### src/rtl/jpeg_bitstream_reader.sv
// JPEG entropy-segment reader: strips 0xFF/0x00 stuffing and 0xFF fill, stalls on markers,
// and exposes an MSB-aligned peek window with variable-length consume. Macro: JPEG_STUFF_STATS_EN.
module jpeg_bitstream_reader #(
    parameter int BUF_W  = 32,
    parameter int PEEK_W = 16
) (
    input  logic              clk,
    input  logic              rst,
    input  logic [7:0]        byte_in,
    input  logic              byte_valid,
    output logic              byte_ready,
    output logic [PEEK_W-1:0] peek,
    output logic [5:0]        bits_avail,
    input  logic              consume_en,
    input  logic [4:0]        consume_n,
    output logic              consume_err,
    output logic              marker_valid,
    output logic [7:0]        marker_code,
    input  logic              marker_ack,
    output logic [23:0]       byte_count,
    output logic [15:0]       stuff_cnt,
    output logic [1:0]        state_dbg
);

    // Handshake: a byte transfers on a rising edge where byte_valid and byte_ready are both high;
    // byte_ready is a function of registered state only and never of this cycle's consume.

    typedef enum logic [1:0] {
        S_DATA   = 2'd0,
        S_FF     = 2'd1,
        S_MARKER = 2'd2
    } state_t;

    localparam logic [5:0] PEEK_MAX = 6'(PEEK_W);
    localparam logic [5:0] FILL_MAX = 6'(BUF_W - 8);

    state_t             state;
    logic [BUF_W-1:0]   acc;
    logic               accept;
    logic               ack;
    logic               consume_ok;
    logic               append;
    logic [7:0]         append_byte;
    logic [5:0]         shift_n;
    logic [5:0]         avail_kept;
    logic [BUF_W-1:0]   acc_kept;
    logic [BUF_W-1:0]   append_word;
    logic [PEEK_W-1:0]  fill_mask;

    assign byte_ready   = !rst && (state != S_MARKER) && (bits_avail <= FILL_MAX);
    assign marker_valid = (state == S_MARKER);
    assign state_dbg    = state;

    // Bits below bits_avail are kept at zero, so OR-ing in ones gives the JPEG 1-padding.
    assign fill_mask = {PEEK_W{1'b1}} >> bits_avail;
    assign peek      = acc[BUF_W-1 -: PEEK_W] | fill_mask;

    always_comb begin
        accept      = byte_valid & byte_ready;
        ack         = marker_ack & (state == S_MARKER);
        consume_ok  = consume_en && (consume_n != 5'd0) &&
                      ({1'b0, consume_n} <= PEEK_MAX) && ({1'b0, consume_n} <= bits_avail);
        shift_n     = (consume_ok && !ack) ? {1'b0, consume_n} : 6'd0;
        acc_kept    = acc << shift_n;
        avail_kept  = bits_avail - shift_n;
        append      = 1'b0;
        append_byte = byte_in;
        if (accept) begin
            case (state)
                S_DATA: append = (byte_in != 8'hFF);
                S_FF: begin
                    append      = (byte_in == 8'h00);
                    append_byte = 8'hFF;
                end
                default: append = 1'b0;
            endcase
        end
        // New byte lands directly below whatever survives this cycle's consume.
        append_word = {append_byte, {(BUF_W-8){1'b0}}} >> avail_kept;
    end

    always_ff @(posedge clk or posedge rst) begin
        if (rst) begin
            state       <= S_DATA;
            acc         <= '0;
            bits_avail  <= '0;
            marker_code <= 8'h00;
            consume_err <= 1'b0;
            byte_count  <= 24'd0;
        end else begin
            consume_err <= consume_en && !consume_ok && !ack;
            if (accept) begin
                byte_count <= byte_count + 24'd1;
            end
            if (ack) begin
                acc        <= '0;
                bits_avail <= '0;
            end else if (append) begin
                acc        <= acc_kept | append_word;
                bits_avail <= avail_kept + 6'd8;
            end else begin
                acc        <= acc_kept;
                bits_avail <= avail_kept;
            end
            case (state)
                S_DATA: begin
                    if (accept && byte_in == 8'hFF) begin
                        state <= S_FF;
                    end
                end
                S_FF: begin
                    if (accept) begin
                        if (byte_in == 8'h00) begin
                            state <= S_DATA;
                        end else if (byte_in != 8'hFF) begin
                            marker_code <= byte_in;
                            state       <= S_MARKER;
                        end
                    end
                end
                S_MARKER: begin
                    if (ack) begin
                        state <= S_DATA;
                    end
                end
                default: state <= S_DATA;
            endcase
        end
    end

`ifdef JPEG_STUFF_STATS_EN
    logic [15:0] stuff_q;
    logic        stuff_hit;

    assign stuff_hit = accept && (state == S_FF) && (byte_in == 8'h00);
    assign stuff_cnt = stuff_q;

    always_ff @(posedge clk or posedge rst) begin
        if (rst) begin
            stuff_q <= 16'd0;
        end else if (stuff_hit && stuff_q != 16'hFFFF) begin
            stuff_q <= stuff_q + 16'd1;
        end
    end
`else
    assign stuff_cnt = 16'd0;
`endif

endmodule

### config.mk
export PLATFORM = sky130hd
export DESIGN_NAME = jpeg_bitstream_reader
export DESIGN_NICKNAME = d
export VERILOG_FILES = /design/src/rtl/jpeg_bitstream_reader.sv
export SDC_FILE = /design/constraint.sdc
export NUM_CORES = 1
export LEC_CHECK = 0
export CORE_MARGIN = 1.5
export CORE_UTILIZATION = 35
export DETAILED_ROUTE_END_ITERATION = 8
export SETUP_SLACK_MARGIN = 0.2
export SLEW_MARGIN = 30
export SYNTH_ARGS = -nofsm -noshare
export SYNTH_HDL_FRONTEND = slang
export SYNTH_SLANG_ARGS = --single-unit
### constraint.sdc
create_clock -name clk -period 11.76 [get_ports clk]
set_input_delay 1.764 -clock clk [delete_from_list [all_inputs] [get_ports clk]]
set_output_delay 1.764 -clock clk [all_outputs]
set_load 0.05 [all_outputs]
# Word-level counts from Yosys, hierarchy flattened
# Cells that the tools add are included.
# op_classes
magnitude_cmp,3
eq_ne,9
bitwise_logic,5
n_reduce_logical,17
shift,3
n_addsub,3
muxes,15
# op_table
operator,n
$mux W32,2
$or A32 B32 Y32,1
$shl A32 B5 Y32,1
$shr A32 B6 Y32,1
$add A24 B1 Y24 const B,1
$mux W8,2
$or A16 B16 Y16,1
$shr A16 B6 Y16 const A,1
$mux W6,2
$mux W2,5
$logic_and A1 B1 Y1,9
$eq A8 B8 Y1 const B,1
$logic_not A8 Y1,1
$ne A8 B8 Y1 const B,1
$reduce_and A4 Y1,2
$add A6 B4 Y6 const B,1
$le A5 B6 Y1,1
$le A6 B5 Y1 const B,1
$ne A2 B2 Y1 const B,3
$pmux W2 S3,1
$sub A6 B5 Y6,1
$le A5 B5 Y1 const B,1
$mux W5,1
$reduce_bool A5 Y1,1
other kinds (10),13
# word_totals
reg_bits,73
output_inout_bits,75

# Longest topological paths before layout
# Gate-level depths: netlist of run 1.
# logic_depth
depth_word,11
depth_mapped,22
depth_no_buf,18

# Worst setup path after synthesis of run 1
# Ideal clock, no wire load.
# synth_timing
path_kind,input port to flip-flop
startpoint,input port consume_n[4]
endpoint,register acc[16]
stages,15
setup_slack_ns,6.327
path_buffers,3
arrival_time_ns,5.337
setup_time_ns,0.096
path_cell_list,ha_1 -> a21oi_1 -> a311oi_4 -> nor4b_1 -> inv_1 -> buf_4 -> buf_2 -> ha_1 -> a21o_1 -> a21oi_1 -> xor2_1 -> nand4_1 -> clkbuf_1 -> o32a_1 -> o31ai_1
# synth_between
elab_chain_cells,11
elab_cells_between_ends,14
cone_classes,add/sub (1); order compare (2); shift (2); mux (3); bitwise (1); reduce/logical (5)
# synth_lines
item,line_no,rtl
from (decl),15,"input logic [4:0] consume_n,"
"parallel branches: the longest is 5 deep, another holds $le A5 B5 Y1",n/a,
$mux W5 *,63,"shift_n = (consume_ok && !ack) ? {1'b0, consume_n} : 6'd0;"
$sub A6 B5 Y6,65,avail_kept = bits_avail - shift_n;
$shr A32 B6 Y32,79,"append_word = {append_byte, {(BUF_W-8){1'b0}}} >> avail_kept;"
$or A32 B32 Y32,99,acc <= acc_kept | append_word;
$mux W32 *,98,end else if (append) begin
$mux W32 *,95,if (ack) begin
to (signal assigned),99,
to (signal assigned),102,acc <= acc_kept;
to (decl),38,logic [BUF_W-1:0] acc;
# Mark *: on every way between the ends.
# A chain may end at the register's enable or synchronous reset.

# Final worst setup path of run 1
# layout_timing
startpoint,input port consume_n[1]
endpoint,register acc[28]
# Same word-level chain as after synthesis.

==> results of run 1 <==
-- layout by cell type, fill, tap and decap left out, types with 8 or more instances in the layout --
master / instances
ha_1: 13
nor3_1: 14
inv_1: 27
nand4_1: 18
nand2_1: 74
clkdlybuf4s50_1: 75
nor2_1: 92
mux2_2: 13
o21ai_0: 37
nand3_1: 21
dfrtp_1: 73
a21oi_1: 33
and3_1: 11
xor2_1: 9
o221ai_1: 8
conb_1: 16
mux2i_1: 32
o211ai_1: 19
clkbuf_16: 9
o22ai_1: 13
a21o_1: 10
a31oi_1: 10
xnor2_1: 20
-- cell type report --
class / count / share of cell area, %
Multi-Input combinational cell: 607 / 54.9
Sequential cell: 73 / 24.5
Tap cell: 225 / 3.78
Timing Repair Buffer: 84 / 11.0
Clock inverter: 7 / 1.11
Clock buffer: 9 / 3.02
Inverter: 33 / 1.66
-- state kept, by name, indices dropped and copies added (netlist names) --
signal       count
acc             32
bits_avail       6
byte_count      24
consume_err      1
marker_code      8
state_dbg        2
-- cell usage after synthesis (all sizes together) (16+ instances only) --
master,n
nor2,94
nand2,76
dfrtp,73
buf,42
o21ai,40
a21oi,33
inv,32
mux2i,32
nand3,22
xnor2,22
clkbuf,21
o211ai,19
nand4,18
nor3,16
-- routing by layer --
layer / track usage, % / vias up
met1: 33.5 / 2900
met3: 4.64 / 48
met4: 9.18 / 0
li1: - / 2879
met2: 33.8 / 317
met5: 0 / -
-- power groups by stage --
stage | Clock [W] | Combinational [W] | Sequential, W
final | 0.000289 | 0.00134 | 0.000462
after global routing | 0.000309 | 0.00146 | 0.000470
after CTS | 0.000296 | 0.00133 | 0.000458
after detailed placement | 0 | 0.00132 | 0.000462
after global placement | 0 | 0.00132 | 0.000463
after floorplan | 0 | 0.000922 | 0.000468
-- per-stage QoR --
stage                     util (%)  setup slack [ns]  instances  total power, W  hold slack, ns
final                         42.6              4.81       1038         0.00209           0.480
after global routing          42.6              4.42       1038         0.00223           0.511
after CTS                     42.5              4.98       1038         0.00208           0.483
after detailed placement      40.8              4.64       1022         0.00178           0.467
after global placement        40.7              4.58       1022         0.00178           0.471
after floorplan                  -              6.33        776         0.00139           0.579
-- path summary, 6_finish.rpt --
check / cells after the start / from / end
hold reg to reg: 1 / byte_count[23] / byte_count[23]
hold / removal: 1 / byte_count[23] / byte_count[23]
max in group asynchronous: 3 / rst / marker_code[4]
setup / recovery: 15 / consume_n[1] / acc[28]
min in group asynchronous: 3 / rst / bits_avail[5]
setup reg to reg: 14 / bits_avail[1] / acc[28]
-- cells by family (layout without fill, tap and decap cells) --
group           after synthesis  after routing  synth area share [%]
simple gates                281            281                  21.9
compound gates              218            218                  26.2
buf+inv                      96            133                  7.56
flops                        73             73                  29.0
mux                          47             47                  8.11
xor+xnor                     31             31                  4.30
fa+ha+maj                    14             14                  2.90
other cells                   1             16                0.0595
-- critical path, cell delays in order --
cell,delay [ns]
clkdlybuf4s50_1,0.46
buf_4,0.39
ha_1,0.33
nor2b_1,0.14
o21ai_2,0.17
a311o_1,0.39
and3_1,0.70
inv_2,0.29
ha_1,0.43
a21oi_1,0.25
xor2_1,0.51
nand4_1,0.62
nor3_1,0.47
a21oi_1,0.07
o211ai_1,0.16
==> results_dict.tcl, run 1 <==
set metrics [dict create \
    drive_above_1_share_pct 10.1 \
    critical_path_required_ns 12.00 \
    multi_input_area_mm2 0.00409 \
    skew_ns 0.00946 \
    status "complete, no violations" \
    max_freq_ghz 0.144 \
    slew_headroom_pct 48.6 \
    core_area_mm2 0.0175 \
    areaGrowthSynthToFinish_pct 18.1 \
    syn_inst 761 \
    clkTransAtPathRegs_ns 0.07 \
    path_class "in2reg" \
    htreeDepth 3 \
    syn_area_per_cell_um2 8.29 \
    routed_wl_um 21000 \
    switching_power_w 0.00112 \
    combPwrFrac_pct 64.1 \
    yosysSeqAreaShare_pct 29.0 \
    p_per_area_mw_per_mm2 281 \
    gp_congestion 0.929 \
    die_width_um 137 \
    portBuffers 76 \
    die_y_um 137 \
    ios 93 \
    fin_tns_setup_ns 0 \
    synthFlopType "dfrtp_1" \
    wl_met2_um 8950 \
    ys_seq_elements 73 \
    synth-edff-count 0 \
    detail-route-antenna-nets 0 \
    fp-row-count 48 \
    p_leak_nw 3.10 \
    grt_max_degree 74 \
    rsz0062_at_grt "false" \
    numCtsBuffers 9 \
    fill_cells 1755 \
    setup_viol 0 \
    drt_pass1_iterations 5 \
    grt_use_total_pct 23.2 \
    hold_buffers 0 \
    synth_top_area_share_pct 29.0 \
    cts_buffer_depth 2 \
    initial_core_util_pct 36.1 \
    p_int_w 0.000972 \
    met3WireLength_um 1610 \
    overflow 0 \
    drt-met1-wl_um 9760 \
    seq_area_mm2 0.00183 \
    cts_tree "yes" \
    antennaDiodeCount 0 \
    post-dp-hpwl_um 15400 \
    via_per_inst 5.92 \
    fin_nets 840 \
    synth.area.top_cells "dfrtp_1 (29%), nor2_1 (5.5%), mux2i_1 (5.1%)" \
    cts_num_sinks 73 \
    insertion_delay_ns 0.35 \
    antenna_found_initial 0 \
    peakVddDrop_uv 199 \
    r2r_setup_slack_ns 6.17 \
    place_area_mm2 0.00713 \
    swShare_pct 53.6 \
    vias 6144 \
    grt_pass1_wl_um 33300 \
    finalHoldViolCount 0 \
    period_needed_ns 6.95 \
    cap_violations 0 \
    wl_per_cell_um 20.3 \
    p_seq_share_pct 22.1 \
    cp_max_fo 41 \
    drt_iter0_markers 678 \
    postCtsSetupRepairBufs 0 \
    endpoint_kind "register" \
    synth_area_mm2 0.00631 \
    yosysTopAreaCell "dfrtp_1" \
    ys_async_sr_fraction_pct 100 \
    cts_resized 0 \
    top_layer "met4" \
    cts_root_buf "clkbuf_16" \
    tightestPinTransition_ns 0.768 \
    yosysWarnings 0 \
    netlist-cell-type-count 90 \
    arrival_ns 7.19 \
    min_period_over_period_pct 59.1 \
    design_area_mm2 0.00745 \
    die_area_mm2 0.0188 \
    worst_hold_path_type "reg2reg" \
    power.share.clock_pct 13.8 \
    slew_viol_final 0 \
    grt_pass1_vias 5751 \
    critical_path.startpoint_type "primary input" \
    drc 0 \
]
(Power assumes the default switching activity.)
==> inputs of run 2 (changes only) <==
==> constraint.sdc (replaced) <==
create_clock -name clk -period 6.4 [get_ports clk]
set_input_delay 0.96 -clock clk [delete_from_list [all_inputs] [get_ports clk]]
set_output_delay 0.96 -clock clk [all_outputs]
set_load 0.05 [all_outputs]
==> run 2 against run 1 <==
  * Clock power increased by 99%
  * Largest power group unchanged
  * Largest cell class unchanged
  * Cell area grew 0.99%
  * Utilization rose by 0.42 points
==> results_dict.tcl, run 2 (synthesis gave the netlist of run 1 again) <==
set metrics [dict create \
    cts_tree "yes" \
    cts_buffer_depth 2 \
    antennaDiodeCount 0 \
    cts_root_buf "clkbuf_16" \
    wl_per_cell_um 20.2 \
    grt_pass1_vias 6004 \
    post-dp-hpwl_um 15600 \
    p_per_area_mw_per_mm2 527 \
    top_register "acc" \
    peakVddDrop_uv 351 \
    cp_cell_sequence "clkdlybuf4s50_1 -> ha_1 -> a21oi_1 -> a311o_1 -> nand2_1 -> inv_1 -> ha_1 -> inv_1 -> fa_1 -> mux2_2 -> a211oi_1 -> nand2_1 -> o211ai_1 -> mux2_2 -> a2bb2oi_1 -> o211ai_1" \
    areaGrowthSynthToFinish_pct 19.2 \
    die_area_mm2 0.0188 \
    portBuffers 76 \
    cp_max_fo 17 \
    die_width_um 137 \
    drc 0 \
    vias 6340 \
    antenna_found_initial 0 \
    critical_path_required_ns 6.60 \
    postCtsSetupRepairBufs 0 \
    drt_iter0_markers 710 \
    hold_buffers 0 \
    via_per_inst 6.06 \
    grt_pass1_wl_um 33600 \
    place_worst_setup_slack_ns 0.539 \
    worst_hold_path_type "reg2reg" \
    path_class "in2reg" \
    overflow 0 \
    cts_resized 0 \
    status "complete, no violations" \
    period_needed_ns 5.60 \
    drive_above_1_share_pct 10.8 \
    grt_use_total_pct 23.3 \
    cap_violations 0 \
    drt_pass1_iterations 6 \
    initial_core_util_pct 36.1 \
    p_leak_nw 3.15 \
    htreeDepth 3 \
    max_freq_ghz 0.179 \
    worst_slack_ns 0.804 \
    reg_top3 "acc: 32 flops, byte_count: 24 flops, marker_code: 8 flops" \
    arrival_ns 5.79 \
    crit_path_max_incr_delay_ns 0.92 \
    die_y_um 137 \
    cp_slowest_cell "fa_1" \
    routed_wl_um 21200 \
    largest_reg_flops 32 \
    ios 93 \
    slew_headroom_pct 48.8 \
    endpoint_kind "register" \
    fp-row-count 48 \
    tightestPinTransition_ns 0.768 \
    insertion_delay_ns 0.35 \
    core_area_mm2 0.0175 \
    final_cell_mix "nor2_1 (92), clkdlybuf4s50_1 (75), nand2_1 (74), dfrtp_1 (73), o21ai_0 (37)" \
    fin_tns_setup_ns 0 \
    critical_path.startpoint_type "primary input" \
    fin_nets 849 \
    setup_viol 0 \
    fill_cells 1754 \
    cts_num_sinks 73 \
    numCtsBuffers 9 \
    grt_max_degree 74 \
    min_period_over_period_pct 87.4 \
    gp_congestion 0.951 \
    rsz0062_at_grt "false" \
    skew_ns 0.0147 \
    detail-route-antenna-nets 0 \
    clkTransAtPathRegs_ns 0.07 \
    finalHoldViolCount 0 \
    slew_viol_final 0 \
    final_common_cell "nor2_1" \
]
==> run 2: cell types whose count changed in the layout (fill, tap and decap cells not counted) <==
cell        change
xnor2_1         +2
nor2_4          -1
bufinv_16       +1
buf_4           +9
clkinvlp_4      -2
inv_8           +1
nor2_2          +1
clkinv_4        +2
inv_6           -2
xnor2_2         -2
==> run 2: power breakdown <==
| part | switching (W) | total, W | internal [W] |
|---|---|---|---|
| logic | 0.00163 | 0.00255 | 0.000927 |
| registers | 0.000241 | 0.000834 | 0.000592 |
| clock network | 0.000224 | 0.000574 | 0.000350 |
==> run 2: critical path: cells and delay by family <==
family                     cells  cell delay [ns]
adders and majority gates      3             1.46
and+or+nand+nor                2             0.34
buffers and inverters          3             0.96
AOI/OAI and AO/OA              6             1.35
muxes                          2             0.69
==> run 2: final cells by class <==
cell class	count	area, um2	area share (%)
multi-input cells	607	4070	54.1
flip-flops and latches	73	1830	24.3
repair buffers	93	887	11.8
well taps	225	282	3.74
clock buffers	9	225	3.00
inverters	33	124	1.65
clock inverters	7	109	1.45
==> run 2: through the flow <==
step,instance area [um2],hold WS (ns),power [W],instances,util (%)
2_1_floorplan,6360,0.579,0.00256,776,-
3_3_place_gp,7180,0.471,0.00336,1031,41.1
3_5_place_dp,7180,0.465,0.00333,1031,41.1
4_1_cts,7520,0.486,0.00392,1047,43.0
5_1_grt,7520,0.516,0.00420,1047,43.0
6_report,7520,0.485,0.00396,1047,43.0
==> run 2: per-layer routing <==
metal	vias up	GRT usage [%]	wire length [um]
met3	74	5.08	1910
li1	2897	-	-
met2	387	33.8	9030
met1	2982	32.7	9340
met5	-	0	0
met4	0	11.2	886
==> run 2: final timing paths <==
path	startpoint	end	slack, ns	depth (start not counted)
setup / recovery	consume_n[4]	acc[17]	0.80	16
hold / removal	byte_count[23]	byte_count[23]	0.48	1
setup reg to reg	bits_avail[1]	acc[17]	1.32	17
hold reg to reg	byte_count[23]	byte_count[23]	0.48	1
max in group asynchronous	rst	acc[6]	4.74	3
min in group asynchronous	rst	acc[21]	1.17	3
